<file path="config.mk">
export PLATFORM = sky130hd
export DESIGN_NAME = stump_mem_responder
export DESIGN_NICKNAME = d
export VERILOG_FILES = /design/src/rtl/stump_mem_responder_pkg.sv /design/src/rtl/stump_mem_responder_sram.sv /design/src/rtl/stump_mem_responder.sv
export SDC_FILE = /design/constraint.sdc
export NUM_CORES = 2
export LEC_CHECK = 0
export ABC_CLOCK_PERIOD_IN_PS = 5200
export CAP_MARGIN = 20
export CORE_MARGIN = 1.5
export CORE_UTILIZATION = 55
export DETAILED_ROUTE_END_ITERATION = 8
export PLACE_DENSITY = 0.72
export SYNTH_ARGS = -nofsm -noshare
export SYNTH_HDL_FRONTEND = slang
export SYNTH_SLANG_ARGS = --single-unit
export TNS_END_PERCENT = 1
</file>
<file path="constraint.sdc">
create_clock -name clk_i -period 5.2 [get_ports clk_i]
set_input_delay 1.04 -clock clk_i [delete_from_list [all_inputs] [get_ports clk_i]]
set_output_delay 1.04 -clock clk_i [all_outputs]
set_load 0.02 [all_outputs]
</file>
<file path="src/rtl/stump_mem_responder_pkg.sv">
// Shared types and constants for the Stump memory responder.
package stump_mem_responder_pkg;

  localparam int unsigned WAIT_STATES_DEFAULT = 2;
  localparam int unsigned DATA_W              = 16;

  typedef enum logic [1:0] {
    ST_IDLE = 2'b00,
    ST_WAIT = 2'b01,
    ST_ACK  = 2'b10
  } state_e;

  // Out-of-range word address, or a simultaneous read and write request.
  function automatic logic access_illegal(input logic [15:0] addr,
                                          input logic        ren,
                                          input logic        wen,
                                          input int unsigned abits);
    logic [15:0] hi;
    hi = addr >> abits;
    return (hi != 16'h0000) || (ren && wen);
  endfunction

endpackage

</file>
<file path="src/rtl/stump_mem_responder_sram.sv">
// Single-port synchronous SRAM; read data is held until the next read strobe.
module stump_mem_responder_sram
  import stump_mem_responder_pkg::*;
#(
  parameter int unsigned ADDR_BITS = 8
) (
  input  logic                 clk_i,
  input  logic                 en_i,
  input  logic                 we_i,
  input  logic [ADDR_BITS-1:0] addr_i,
  input  logic [DATA_W-1:0]    wdata_i,
  output logic [DATA_W-1:0]    rdata_o
);

  localparam int unsigned DEPTH = 1 << ADDR_BITS;

  logic [DATA_W-1:0] mem_q [DEPTH];
  logic [DATA_W-1:0] rdata_q;

  always_ff @(posedge clk_i) begin
    if (en_i) begin
      if (we_i) begin
        mem_q[addr_i] <= wdata_i;
      end else begin
        rdata_q <= mem_q[addr_i];
      end
    end
  end

  assign rdata_o = rdata_q;

endmodule

</file>
<file path="src/rtl/stump_mem_responder.sv">
// Four-phase req/ack memory responder for the Stump processor with
// programmable wait states and illegal-access reporting.
module stump_mem_responder
  import stump_mem_responder_pkg::*;
#(
  parameter int unsigned WAIT_STATES = WAIT_STATES_DEFAULT,
  parameter int unsigned ADDR_BITS   = 8
) (
  input  logic        clk_i,
  input  logic        rst_i,
  input  logic        mem_ren_i,
  input  logic        mem_wen_i,
  input  logic [15:0] address_i,
  input  logic [15:0] data_in_i,
  output logic [15:0] data_out_o,
  output logic        mem_ack_o,
  output logic        mem_err_o,
  output logic        busy_o
);

  localparam logic [3:0] WAIT_LOAD = 4'(WAIT_STATES);

  state_e                 state_q;
  logic [3:0]             cnt_q;
  logic [ADDR_BITS-1:0]   addr_q;
  logic [15:0]            wdata_q;
  logic                   rd_q;
  logic                   wr_q;
  logic                   err_q;
  logic                   ack_q;
  logic                   mem_err_q;
  logic                   busy_q;
  logic                   dout_zero_q;

  logic                   req;
  logic                   accept;
  logic                   illegal_now;
  logic                   complete;
  logic                   cmp_rd;
  logic                   cmp_wr;
  logic                   cmp_err;
  logic                   sram_en;
  logic [ADDR_BITS-1:0]   sram_addr;
  logic [15:0]            sram_wdata;
  logic [15:0]            sram_rdata;

  // With zero wait states the RAM access happens on the accept edge itself,
  // so the access fields come straight from the inputs instead of the latches.
  always_comb begin
    req         = mem_ren_i | mem_wen_i;
    accept      = (state_q == ST_IDLE) && !ack_q && req && !rst_i;
    illegal_now = access_illegal(address_i, mem_ren_i, mem_wen_i, ADDR_BITS);
    complete    = !rst_i &&
                  ((accept && (WAIT_STATES == 0)) ||
                   ((state_q == ST_WAIT) && req && (cnt_q == 4'd1)));
    if (state_q == ST_IDLE) begin
      cmp_rd     = mem_ren_i;
      cmp_wr     = mem_wen_i;
      cmp_err    = illegal_now;
      sram_addr  = address_i[ADDR_BITS-1:0];
      sram_wdata = data_in_i;
    end else begin
      cmp_rd     = rd_q;
      cmp_wr     = wr_q;
      cmp_err    = err_q;
      sram_addr  = addr_q;
      sram_wdata = wdata_q;
    end
    sram_en = complete && !cmp_err;
  end

  always_ff @(posedge clk_i) begin
    if (rst_i) begin
      state_q     <= ST_IDLE;
      cnt_q       <= 4'd0;
      addr_q      <= '0;
      wdata_q     <= 16'h0000;
      rd_q        <= 1'b0;
      wr_q        <= 1'b0;
      err_q       <= 1'b0;
      ack_q       <= 1'b0;
      mem_err_q   <= 1'b0;
      busy_q      <= 1'b0;
      dout_zero_q <= 1'b1;
    end else begin
      // Ack trails the ACK state by one cycle, which also guarantees an
      // ack-low cycle before the next accept.
      ack_q     <= (state_q == ST_ACK);
      mem_err_q <= (state_q == ST_ACK) && err_q;

      if (complete && cmp_rd) begin
        dout_zero_q <= cmp_err;
      end

      case (state_q)
        ST_IDLE: begin
          if (accept) begin
            addr_q  <= address_i[ADDR_BITS-1:0];
            wdata_q <= data_in_i;
            rd_q    <= mem_ren_i;
            wr_q    <= mem_wen_i;
            err_q   <= illegal_now;
            busy_q  <= 1'b1;
            if (WAIT_STATES == 0) begin
              state_q <= ST_ACK;
              cnt_q   <= 4'd0;
            end else begin
              state_q <= ST_WAIT;
              cnt_q   <= WAIT_LOAD;
            end
          end
        end
        ST_WAIT: begin
          if (!req) begin
            state_q <= ST_IDLE;
            cnt_q   <= 4'd0;
            busy_q  <= 1'b0;
          end else if (cnt_q == 4'd1) begin
            state_q <= ST_ACK;
            cnt_q   <= 4'd0;
          end else begin
            cnt_q <= cnt_q - 4'd1;
          end
        end
        ST_ACK: begin
          if (!req) begin
            state_q <= ST_IDLE;
            busy_q  <= 1'b0;
          end
        end
        default: begin
          state_q <= ST_IDLE;
          cnt_q   <= 4'd0;
          busy_q  <= 1'b0;
        end
      endcase
    end
  end

  stump_mem_responder_sram #(
    .ADDR_BITS(ADDR_BITS)
  ) u_sram (
    .clk_i  (clk_i),
    .en_i   (sram_en),
    .we_i   (cmp_wr),
    .addr_i (sram_addr),
    .wdata_i(sram_wdata),
    .rdata_o(sram_rdata)
  );

  assign data_out_o = dout_zero_q ? 16'h0000 : sram_rdata;
  assign mem_ack_o  = ack_q;
  assign mem_err_o  = mem_err_q;
  assign busy_o     = busy_q;

endmodule
</file>
==> metrics <==
largest cells by area after synthesis edfxtp_1 (78%), mux2i_1 (13%), o22ai_1 (4.0%); RSZ-0062 raised after global routing false; Worst Tran Pin Value roughly 1.3 ns; total congestion overflow 0; number of remaining DRC errors 0; data required time at the worst endpoint 5.89 ns; number of DRC markers after the initial detailed-route iteration between 10000 and 15000; effective utilization at floorplan 0.553; leading cell types in the layout, fill and taps excluded edfxtp_1 (4112), mux2i_1 (2052), o22ai_1 (1025), buf_4 (687), clkbuf_16 (409); area of all placed cells without fillers 183000 µm²; endpoint class of the critical path flop; number of setup buffers added after CTS 0; wire length of the first global-routing pass 594000 µm; most common cell after layout, fill and taps aside edfxtp_1; number of failing setup endpoints in the final timing report 0; Synth async-reset ratio 0; Post-Place Cell Area between 150000 and 200000 µm²; Unique masters post-synth 47; Arrival @ worst endpoint between 5 and 6 ns; initial antenna violation count 29; final wirelength between 400000 and 500000 µm; share of the synthesized area in the top cell type 0.776; number of inserted filler cells in the final layout around 19000; quantity of gates resized following cts 0; I/O pin count 55; Seq cells post-synth around 4100; post-synthesis area per instance about 19 µm²; CTS clk-pin slew, worst paths approximately 0.06 ns; count of pins over their slew limit 0; critical-path maximum fanout 30; area inside the core boundary about 290000 µm²; number of cells in the design after placement about 13000; type of the worst min-delay path flop to flop; utilization of the core after routing 0.635; Layout area overhead 14.9%; Routed Antenna Nets 0; Ys Warns 0; half-perimeter wire length of the detailed placement result ~250000 µm; TritonCTS buffer count just over 400; power per cell area roughly 470 nW/µm²; number of global-route vias before repair roughly 84000; CTS sink cnt just over 4000; via/cell ratio about 6.5; Min Hold Slack ~0.47 ns; standard-cell row count a little under 200; outcome finished clean; post-route fraction of the period consumed by the critical path 0.975; fraction of the yosys area taken by sequential cells 0.780; dominant cell type by area after synthesis edfxtp_1; die outline width about 540 µm; Worst setup SP type flop; GRT Overall Usage 0.280; CP Class flop to flop; normalized max-slew margin 0.142; port buffer count 54; gpl congestion about 0.89; final cell count without fillers approximately 13000; minimum clock period after layout 5.07 ns; total number of H-tree levels 5; maximum number of pins on one net before global-route repair roughly 120; net count of the finished layout between 9000 and 10000; Peak VDD IR 0.390 mV; maximum clock rate approximately 200 MHz; setup slack of the worst register-to-register path ~0.13 ns; routed wirelength normalized by instance count 31.1 µm; first-pass iteration count of the detailed router 6; deepest clock path buffer count 4; clock tree from TritonCTS built; number of vias in the routed layout 87200; area of the die 293000 µm²; number of synthesized flops with an enable pin just over 4000; cell area after technology mapping 159000 µm²; Post-Route Setup TNS 0 ns; top flip-flop cell by instance count after synthesis edfxtp_1; Worst Skew 0.0612 ns; root buffer selected by CTS clkbuf_16; post-synthesis cell count 8605; share of layout cells above drive strength 1 0.149; cell leakage power roughly 65 nW; Final Hold Violating Endpoints 0; number of max-cap violations 0; latest clock arrival within the worst-skew pair approximately 0.96 ns; Die Y 541 µm; number of buffers inserted for hold repair after clock tree synthesis 0; Post-Synthesis Net Count roughly 8600
[per-stage QoR]
step	setup slack (ns)	total power [mW]
2_1_floorplan	1.11	49.9
3_3_place_gp	-0.573	56.4
3_5_place_dp	-0.615	56.9
4_1_cts	0.101	85.1
5_1_grt	0.00733	87.1
6_report	0.128	85.1
[kinds of logic after synthesis]
family,Yosys count,synth area share
AOI/OAI and AO/OA,1404,0.0605
xor gates and xnor gates,3,0.000165
adders and majority gates,5,0.000393
buffers and inverters,542,0.0169
DFF,4149,0.780
muxes,2071,0.130
and+or+nand+nor,431,0.0114
[sequential cells by signal, summed over array words and instances, names as in the netlist]
name and cells:
u_sram.mem_q 4096, u_sram.rdata_o 16, wdata_q 16, addr_q 8, cnt_q 4, state_q 2, busy_o 1, dout_zero_q 1
err_q 1, mem_ack_o 1, mem_err_o 1, rd_q 1, wr_q 1
[layer usage]
| metal | track usage | vias up | part of all wire |
|---|---|---|---|
| met5 | 0 | - | 0.00032 |
| met4 | 0.131 | 18 | 0.050 |
| met3 | 0.0458 | 869 | 0.096 |
| met2 | 0.440 | 4936 | 0.47 |
| met1 | 0.387 | 44600 | 0.38 |
| li1 | - | 36800 | - |
[Yosys cell counts (all sizes together) (2+ instances only)]
cell / number
edfxtp: 4112
mux2i: 2053
o22ai: 1027
buf: 352
nor2: 273
o41ai: 256
clkbuf: 183
nand2: 90
a41oi: 65
dfxtp: 37
a21oi: 30
mux2: 18
nor2b: 18
or4: 16
o21ai: 12
inv: 7
and3: 5
ha: 5
nand2b: 5
nor3b: 5
or2: 5
nor3: 4
and3b: 3
nor4: 3
o32ai: 3
xnor2: 3
and2: 2
[report_power, final]
group | total [mW] | switching [mW] | internal (mW)
logic | 17.0 | 11.5 | 5.56
clock network | 28.6 | 12.3 | 16.3
registers | 39.5 | 0.0536 | 39.4
[worst max-delay path, stage by stage, from the launching register on]
cell and delay (ns):
dfxtp_1 0.34, inv_1 0.14, ha_4 0.40, mux2i_4 0.37, buf_12 0.27, buf_12 0.26
buf_4 0.48, mux2i_1 0.27, o22ai_1 0.13, o41ai_1 0.98, buf_4 0.23, a41oi_1 0.24
or4_1 0.60
[layout make-up]
class	instances	area (µm²)	area share
antenna	16	40.0	0.000219
clock buffer	495	10600	0.0578
clock inverter	250	2380	0.0130
inverter	7	26.3	0.000144
multi-input combinational	3914	32800	0.179
sequential	4149	124000	0.679
tap	3781	4730	0.0259
timing repair buffer	871	8180	0.0447
[final timing paths]
check	startpoint	depth (start not counted)	end
worst max-delay path	state_q[0]$_SDFFE_PP0P_	12	u_sram.rdata_o[12]$_DFFE_PP_
worst min-delay path	rd_q$_SDFFE_PP0P_	2	rd_q$_SDFFE_PP0P_
worst max register to register	state_q[0]$_SDFFE_PP0P_	12	u_sram.rdata_o[12]$_DFFE_PP_
worst min register to register	rd_q$_SDFFE_PP0P_	2	rd_q$_SDFFE_PP0P_
Power figures use the tool's default switching activity.
